===== config.mk =====
export PLATFORM = sky130hd
export DESIGN_NAME = inst_fetch
export DESIGN_NICKNAME = d
export VERILOG_FILES = /design/src/rtl/inst_fetch.sv
export SDC_FILE = /design/constraint.sdc
export NUM_CORES = 1
export LEC_CHECK = 0
export CORE_AREA = 2 2 99 101
export DETAILED_ROUTE_END_ITERATION = 8
export DIE_AREA = 0 0 101 103
export PLACE_DENSITY = 0.81
export SYNTH_ARGS = -nofsm -noshare
export SYNTH_HDL_FRONTEND = slang
export SYNTH_SLANG_ARGS = --single-unit

===== constraint.sdc =====
create_clock -name i_clk -period 2.68 [get_ports i_clk]
set_input_delay 0.536 -clock i_clk [delete_from_list [all_inputs] [get_ports i_clk]]
set_output_delay 0.536 -clock i_clk [all_outputs]
set_load 0.02 [all_outputs]

===== src/rtl/inst_fetch.sv =====
// Instruction fetch stage: drives the instruction memory request, fills the
// IF/ID register, absorbs one decode stall through a skid entry and discards
// in-flight responses after a branch/jump redirect.
module inst_fetch #(
  parameter int unsigned INST_WIDTH = 18,
  parameter int unsigned PC_WIDTH   = 14,
  parameter int unsigned RESET_PC   = 0
) (
  input  logic                  i_clk,
  input  logic                  i_rst,
  input  logic                  i_stall,
  input  logic                  i_pc_src,
  input  logic [PC_WIDTH-1:0]   i_target,
  output logic                  o_imem_req,
  output logic [PC_WIDTH-1:0]   o_imem_addr,
  input  logic                  i_imem_ready,
  input  logic [INST_WIDTH-1:0] i_imem_rdata,
  output logic                  o_valid,
  output logic [INST_WIDTH-1:0] o_inst,
  output logic [PC_WIDTH-1:0]   o_inst_pc,
  output logic [3:0]            o_opcode,
  output logic [7:0]            o_funct
);

  typedef enum logic [1:0] {
    ST_FETCH = 2'd0,
    ST_HOLD  = 2'd1,
    ST_DROP  = 2'd2
  } state_t;

  localparam logic [PC_WIDTH-1:0] RST_ADDR = PC_WIDTH'(RESET_PC);

  state_t                state_q,     state_d;
  logic [PC_WIDTH-1:0]   addr_q,      addr_d;
  logic                  valid_q,     valid_d;
  logic [INST_WIDTH-1:0] inst_q,      inst_d;
  logic [PC_WIDTH-1:0]   inst_pc_q,   inst_pc_d;
  logic [INST_WIDTH-1:0] skid_inst_q, skid_inst_d;
  logic [PC_WIDTH-1:0]   skid_pc_q,   skid_pc_d;
  logic [PC_WIDTH-1:0]   pend_q,      pend_d;
  logic [PC_WIDTH-1:0]   addr_inc;

  // Next-state and IF/ID update; redirect outranks stall in every state.
  always_comb begin
    state_d     = state_q;
    addr_d      = addr_q;
    valid_d     = valid_q;
    inst_d      = inst_q;
    inst_pc_d   = inst_pc_q;
    skid_inst_d = skid_inst_q;
    skid_pc_d   = skid_pc_q;
    pend_d      = pend_q;
    addr_inc    = addr_q + PC_WIDTH'(1);

    unique case (state_q)
      ST_FETCH: begin
        if (i_pc_src) begin
          valid_d     = 1'b0;
          skid_inst_d = '0;
          skid_pc_d   = '0;
          if (i_imem_ready) begin
            addr_d = i_target;
          end else begin
            // request still outstanding: keep it, remember where to go
            pend_d  = i_target;
            state_d = ST_DROP;
          end
        end else if (i_stall) begin
          if (i_imem_ready) begin
            skid_inst_d = i_imem_rdata;
            skid_pc_d   = addr_q;
            addr_d      = addr_inc;
            state_d     = ST_HOLD;
          end
        end else if (i_imem_ready) begin
          inst_d    = i_imem_rdata;
          inst_pc_d = addr_q;
          valid_d   = 1'b1;
          addr_d    = addr_inc;
        end else begin
          valid_d = 1'b0;
        end
      end
      ST_HOLD: begin
        if (i_pc_src) begin
          valid_d     = 1'b0;
          skid_inst_d = '0;
          skid_pc_d   = '0;
          addr_d      = i_target;
          state_d     = ST_FETCH;
        end else if (!i_stall) begin
          inst_d      = skid_inst_q;
          inst_pc_d   = skid_pc_q;
          valid_d     = 1'b1;
          skid_inst_d = '0;
          skid_pc_d   = '0;
          state_d     = ST_FETCH;
        end
      end
      ST_DROP: begin
        if (i_pc_src) begin
          valid_d = 1'b0;
        end
        if (i_imem_ready) begin
          // stale response discarded; newest redirect wins
          addr_d  = i_pc_src ? i_target : pend_q;
          pend_d  = '0;
          state_d = ST_FETCH;
        end else if (i_pc_src) begin
          pend_d = i_target;
        end
      end
      default: begin
        state_d = ST_FETCH;
      end
    endcase
  end

  // State and datapath registers with synchronous reset.
  always_ff @(posedge i_clk) begin
    if (i_rst) begin
      state_q     <= ST_FETCH;
      addr_q      <= RST_ADDR;
      valid_q     <= 1'b0;
      inst_q      <= '0;
      inst_pc_q   <= '0;
      skid_inst_q <= '0;
      skid_pc_q   <= '0;
      pend_q      <= '0;
    end else begin
      state_q     <= state_d;
      addr_q      <= addr_d;
      valid_q     <= valid_d;
      inst_q      <= inst_d;
      inst_pc_q   <= inst_pc_d;
      skid_inst_q <= skid_inst_d;
      skid_pc_q   <= skid_pc_d;
      pend_q      <= pend_d;
    end
  end

  assign o_imem_req  = ~i_rst & (state_q != ST_HOLD);
  assign o_imem_addr = addr_q;
  assign o_valid     = valid_q;
  assign o_inst      = inst_q;
  assign o_inst_pc   = inst_pc_q;
  assign o_opcode    = inst_q[INST_WIDTH-1 -: 4];
  assign o_funct     = inst_q[7:0];

endmodule

---- Word-level counts from Yosys, hierarchy flattened ----
Cells that the tools add are included.
word-level totals
  register bits after elaboration ......... 95
  logic and storage cells ................. 87
operators by class
  add/sub/neg operators ................... 1
  eq/ne operators ......................... 18
  mux-type cells .......................... 48
  bitwise operators ....................... 2
  reduce and logical (&&, ||, !) cells .... 10
operator list
  operator               number
  $mux 14                18
  $mux 18                9
  $pmux 14 s2            3
  $pmux 18 s2            2
  $pmux 14 s3            1
  $ne 2x2->1 const B     10
  $ne 3x3->1 const B     5
  $add 14x1->14 const B  1
  $mux 2                 7
  $reduce_and 4->1       3
  $mux 1                 6
  $pmux 2 s3             1
  $reduce_and 6->1       1
  $reduce_and 5->1       1
  $reduce_bool 2->1      2
  $pmux 1 s3             1
  $reduce_and 3->1       1
  $reduce_bool 3->1      1
  $eq 2x1->1 const B     1
  $eq 2x2->1 const B     1
  $logic_not 2->1        1
  $ne 2x1->1 const B     1
  $and 1x1->1            1
  $not 1->1              1

---- Longest topological paths before layout ----
  depth after elaboration ................. 4
  depth in mapped cells ................... 9
  gate-level depth less buffers ........... 7

---- Worst setup path after synthesis ----
No wires, ideal clock.
  kind .................................... register to output
  start point ............................. register state_q[1]
  end point ............................... output port o_imem_req
  arrival time ............................ 1537 ps
  required time ........................... 2144 ps
  path slack .............................. 607 ps
  stages on the path, launching flop included .. 7
  cell sequence ........................... dfxtp_1 > inv_1 > ha_1 > buf_4 > buf_4 > buf_1 > nor2_1
between the ends
  longest elaborated chain between the ends .. 2
RTL lines
  item                    RTL line  source
  start, declared         33        state_t state_q, state_d;
  start signal, assigned  131       state_q <= state_d;
  $ne 2x1->1              142       assign o_imem_req = ~i_rst & (state_q != ST_HOLD);
  $and 1x1->1             142
  end, declared           14        output logic o_imem_req,
No other way between the ends.

---- Worst setup path in the final report ----
Ends and elaborated chain as after synthesis.

==> results.md <==
* Status: complete, no violations
* Io pins at 97
* Clk root buf: clkbuf_8
* Layout cells sized above 1 at 8.29%
* Setup bufs post-CTS at 0
* Cell area after synthesis at 4600 µm²
* RSZ-0062 raised after global routing: false
* Maxcap violations at 0
* WL per Instance at 16.0 µm
* Peak supply drop at 0.280 mV
* Clock buffer depth at 2
* Top FF cell, synth: dfxtp_1
* Final period utilization at 94.4%
* Core area at 9460 µm²
* Worst skew pair latency at 0.38 ns
* Syn. warnings at 0
* Clk_skew at 0.0178 ns
* GRT overflow at 0
* Largest net degree at the start of global routing at 65
* Number of global-route vias before repair at 3987
* Via/cell ratio at 5.92
* Worst Max-Slew Pin Slew at 0.749 ns
* Drt first pass iters at 5
* Max Slew Vio Count at 0
* Worst Path Arrival at 1.99 ns
* Reg clk slew, reported paths at 0.10 ns
* Ys async rst share at 0%
* Cell Count, Final, Fillers Out at 741
* Final Setup Violations at 0
* Setup TNS at 0 ns
* Dpl hpwl at 8400 µm
* Number of synthesized register bits at 95
* Initial DRC Count at 218
* Reg2reg start: state_q[0]
* Height of the die at 103 µm
* Leak Pwr at 2.00 nW
* Reg2Reg Capture Point: skid_inst_q[5]
* Die X at 101 µm
* Syn_area_per_cell at 8.34 µm²
* Startpoint Class: flop
* Post-route ant nets at 0
* FMAX at 395 MHz
* Nets at 664
* Synth cell types at 51
* Slew margin rel. at 49.8%
* Cell depth of the worst flop-to-flop path at 7
* CP max FO at 16
* Remaining DRCs at 0
* CTS tree: done
* Cts bufs inserted at 9
* Post-layout minimum cycle time at 2.53 ns
* CP Class: flop to output port
* Effective utilization at floorplan at 48.7%
* Via count at 4389
* Register Area at 1900 µm²
* H-tree levels at 3
* First-pass GRT wire length at 19100 µm
* TritonCTS Sinks at 95
* Worst Path Required at 2.14 ns
* HP Start: skid_inst_q[15]
* Power density over the cells at 558 nW/µm²
* Fillers at 821
* IO buf count at 96
* Hold Path End: skid_inst_q[15]
* Area Growth Syn to Fin at 26.2%
* Cells after DPL at 725
* Hold path depth at 2
* Initial antenna violation count at 0
* GPL Wtd Cong at 0.875
* GRT Total Usage at 22.9%
* Syn nets at 594
* Syn Inst Count at 552
* Die Area at 10400 µm²
* Sequential fraction of the synthesis area at 41.3%
* Post-synth EDFFs at 0
* Final core occ at 61.4%
* Final hold violation count at 0
* Area of the multi-input gates at 2400 µm²
* Worst min path class: flop to flop
* Reg2Reg Setup Slack at 0.52 ns
* N_diodes at 0
* Final WL at 11900 µm
* Hold_buf cts at 0
* Row cnt at 36
* CTS resizes at 0
* Crit. End Element: output port
[per-stage QoR]
stage	power [mW]	setup WS, ns	instance area (µm²)	hold WS, ns
after floorplan	2.04	0.607	4600	0.432
after global placement	2.33	0.159	5620	0.438
after detailed placement	2.36	0.138	5620	0.445
after CTS	3.26	0.131	5810	0.459
after global routing	3.40	0.0543	5810	0.483
final	3.24	0.150	5810	0.456
[cell families after synthesis]
group                    synth area share (%)
AO/OA/AOI/OAI                            23.1
adder cells (fa/ha/maj)                  1.36
XOR/XNOR                                0.952
buffers and inverters                    6.82
AND/OR/NAND/NOR                          18.0
flip-flops                               41.3
multiplexers                             8.46
[cell usage in the layout, fill, tap and decap left out, types with 3 or more instances in the layout]
| cell type | netlist | layout |
|---|---|---|
| a22oi_1 | 24 | 24 |
| clkdlybuf4s50_1 | 0 | 95 |
| buf_4 | 14 | 20 |
| o21ai_0 | 14 | 14 |
| mux2_2 | 3 | 3 |
| a21oi_1 | 47 | 47 |
| clkbuf_8 | 0 | 9 |
| nor4b_1 | 3 | 3 |
| and3_1 | 5 | 5 |
| nand2_1 | 49 | 49 |
| mux2i_1 | 34 | 34 |
| nor3_1 | 7 | 7 |
| a211oi_1 | 36 | 36 |
| nand4_1 | 3 | 3 |
| o211ai_1 | 4 | 4 |
| dfxtp_1 | 95 | 95 |
| inv_1 | 7 | 7 |
| nand2b_1 | 5 | 5 |
| a221oi_1 | 4 | 4 |
| nor2b_1 | 3 | 3 |
| nand3_1 | 28 | 28 |
| nor2_1 | 76 | 76 |
| a21o_1 | 3 | 3 |
| xnor2_1 | 3 | 3 |
| a31oi_1 | 3 | 3 |
| ha_1 | 5 | 4 |
| and4_1 | 3 | 3 |
[layer usage]
metal | global-route usage, % | part of all wire (%) | up-vias
li1 | - | - | 2126
met1 | 29.3 | 43 | 2073
met2 | 38.7 | 48 | 166
met5 | 0 | 0 | -
met4 | 7.90 | 2.0 | 0
met3 | 4.75 | 6.9 | 24
[registers in the layout, indices dropped and copies added, names as in the netlist]
register and cells:
o_inst_pc 14, o_valid 1, skid_inst_q 18, skid_pc_q 14
pend_q 14, o_inst 18, o_imem_addr 14, state_q 2
[worst max-delay path, stage by stage, from the launching register on]
cell and delay (ns):
dfxtp_1 0.39, inv_1 0.08, ha_2 0.29, nor2_1 0.18, clkdlybuf4s50_1 0.66
[layout make-up]
| type | instances | share of cell area (%) |
|---|---|---|
| inverters | 7 | 0.452 |
| clock buffers | 9 | 2.13 |
| well taps | 114 | 2.46 |
| clock inverters | 7 | 1.10 |
| repair buffers | 118 | 19.7 |
| flip-flops and latches | 95 | 32.8 |
| multi-input cells | 391 | 41.4 |
[worst max path at each step]
stage,from,endpoint,slack [ns],cells past startpoint
finish,state_q[1],o_imem_req,0.15,4
global route,state_q[1],o_imem_req,0.05,4
CTS,state_q[1],o_imem_req,0.13,4
detailed placement,i_pc_src,o_imem_addr[13],0.14,6
global placement,i_pc_src,o_imem_addr[13],0.16,6
floorplan,state_q[1],o_imem_req,0.61,6
[power by group]
part / switching [mW] / internal, mW
sequential: 0.0772 / 1.49
combinational: 0.420 / 0.341
clock: 0.555 / 0.356
total: 1.05 / 2.19
[cells in the mapped netlist, types with 4 or more instances]
library cell  count  area, µm²
clkbuf_1         31        116
buf_2            10       50.1
o211ai_1          4       30.0
inv_1             7       26.3
nand2b_1          5       31.3
a21oi_1          47        235
dfxtp_1          95       1900
buf_4            14        105
mux2i_1          34        340
a211oi_1         36        270
nand3_1          28        140
nor3_1            7       35.0
nand2_1          49        184
and3_1            5       31.3
o21ai_0          14       70.1
a221oi_1          4       35.0
a22oi_1          24        180
nor2_1           76        285
ha_1              5       62.6
Power figures use the tool's default switching activity.
==> patch (same settings) <==
Re-encode `state_t` (3 states) as one-hot, 3 bits wide.
--- a/src/rtl/inst_fetch.sv
+++ b/src/rtl/inst_fetch.sv
@@ -24,6 +24,6 @@
 
-  typedef enum logic [1:0] {
-    ST_FETCH = 2'd0,
-    ST_HOLD  = 2'd1,
-    ST_DROP  = 2'd2
+  typedef enum logic [2:0] {
+    ST_FETCH = 3'b001,
+    ST_HOLD  = 3'b010,
+    ST_DROP  = 3'b100
   } state_t;
Behaviour: same outputs for any inputs over 4 cycles, from zero or initial values and one cycle with i_rst high; so few cycles prove little.
==> patch against the original RTL <==
  * Power shrank 2.8%
  * Sequential cell count grew 1
  * Register-to-register slack lost 0.11 ns
  * Setup slack gained 0.017 ns
  * Largest power group unchanged
  * Cell area shrank 0.56%
  * Synthesized area grew 0.65%
  * Wire length shrank 4.5%
==> patch: results (changes against the original RTL) <==
Synth
  • Register area share after synthesis: 41.5% (+0.16 points)
  • Synth area leaders: dfxtp_1 41%, mux2i_1 7.1%, a211oi_1 7.0%
  • Yosys cell types: 49 (-3.9%)
  • Synthesized net count: 580 (-2.4%)
  • Mapped Cells: 542 (-1.8%)

Global routing
  • Vias in the first global route: 3802 (-4.6%)
  • GRT met1 Usage: 29.7% (+0.39 points)
  • First-pass GRT wire length: 18.4 mm (-4.0%)
  • Met2 usage: 34.1% (-4.6 points)
  • Largest net degree at the start of global routing: 97 (+49%)
  • Total GRT Usage: 21.7% (-1.2 points)

Placed design
  • Hpwl dp: 7.97 mm (-5.1%)
  • DP Area: 0.00558 mm² (-0.67%)
  • # placed instances: 711 (-1.9%)

Run status
  • Status: finished, final reports clean

Hold path
  • Beginning of the worst hold path: skid_pc_q[4]$_SDFFE_PP0P_
  • Hold Crit Endpoint: skid_pc_q[4]$_SDFFE_PP0P_

Timing
  • Worst hold slack: 0.455 ns (-0.00132 ns)

Drt
  • DR WL met3: 607 µm (-26%)
  • DRT iter0 DRCs: 236 (+8.3%)
  • Vias/cell: 5.82 (-1.8%)
  • Wire length on met2: 5.42 mm (-4.3%)

Critical path
  • Reg-to-Reg Start: state_q[1]$_SDFFE_PP0P_
  • CP max-delay cell: dfxtp_1
  • R2R cell count: 6 (-1)
  • CP peak stage delay: 0.62 ns (-0.04 ns)

Power and ir drop
  • Peak supply drop: 0.299 mV (+6.8%)
  • P_leak: 1.92 nW (-4.3%)
## patch: cells by family after synthesis
group / count (synthesis) / share of synthesized area, %
and+or+nand+nor: 183 / 18.7
AOI/OAI and AO/OA: 154 / 23.0
DFF: 96 / 41.5
buffers and inverters: 63 / 7.21
muxes: 33 / 7.13
xor gates and xnor gates: 12 / 2.27
adders and majority gates: 1 / 0.270
## patch: how the worst max path moves through the flow
stage | slack [ns] | cells after the start | end | from
after global placement | 0.27 | 8 | skid_pc_q[7]$_SDFFE_PP0P_ | i_pc_src
after floorplan | 0.70 | 4 | o_imem_req | i_rst
after global routing | 0.04 | 3 | o_imem_req | state_q[1]$_SDFFE_PP0P_
after detailed placement | 0.23 | 6 | o_imem_addr[11]$_SDFFE_PP0P_ | i_imem_ready
final | 0.17 | 3 | o_imem_req | state_q[1]$_SDFFE_PP0P_
after CTS | 0.15 | 3 | o_imem_req | state_q[1]$_SDFFE_PP0P_
## patch: power by group through the flow
stage	clock network (mW)	logic (mW)	registers (mW)
after floorplan	0	0.342	1.66
after global placement	0	0.616	1.63
after detailed placement	0	0.633	1.64
after CTS	0.924	0.636	1.60
after global routing	0.992	0.693	1.62
final	0.911	0.637	1.60
## patch: cell type report
| class | instances | area, µm² | area share (%) |
|---|---|---|---|
| multi-input cells | 383 | 2390 | 41.4 |
| flip-flops and latches | 96 | 1920 | 33.3 |
| repair buffers | 116 | 1120 | 19.4 |
| clock buffers | 12 | 165 | 2.86 |
| well taps | 114 | 143 | 2.47 |
| clock inverters | 4 | 27.5 | 0.477 |
| inverters | 2 | 7.51 | 0.130 |
## patch: worst max-delay path, delay by kind of cell (launching register included)
family	cells	cell delay, ns
and+or+nand+nor	2	0.46
DFF	1	0.62
buffers and inverters	1	0.54
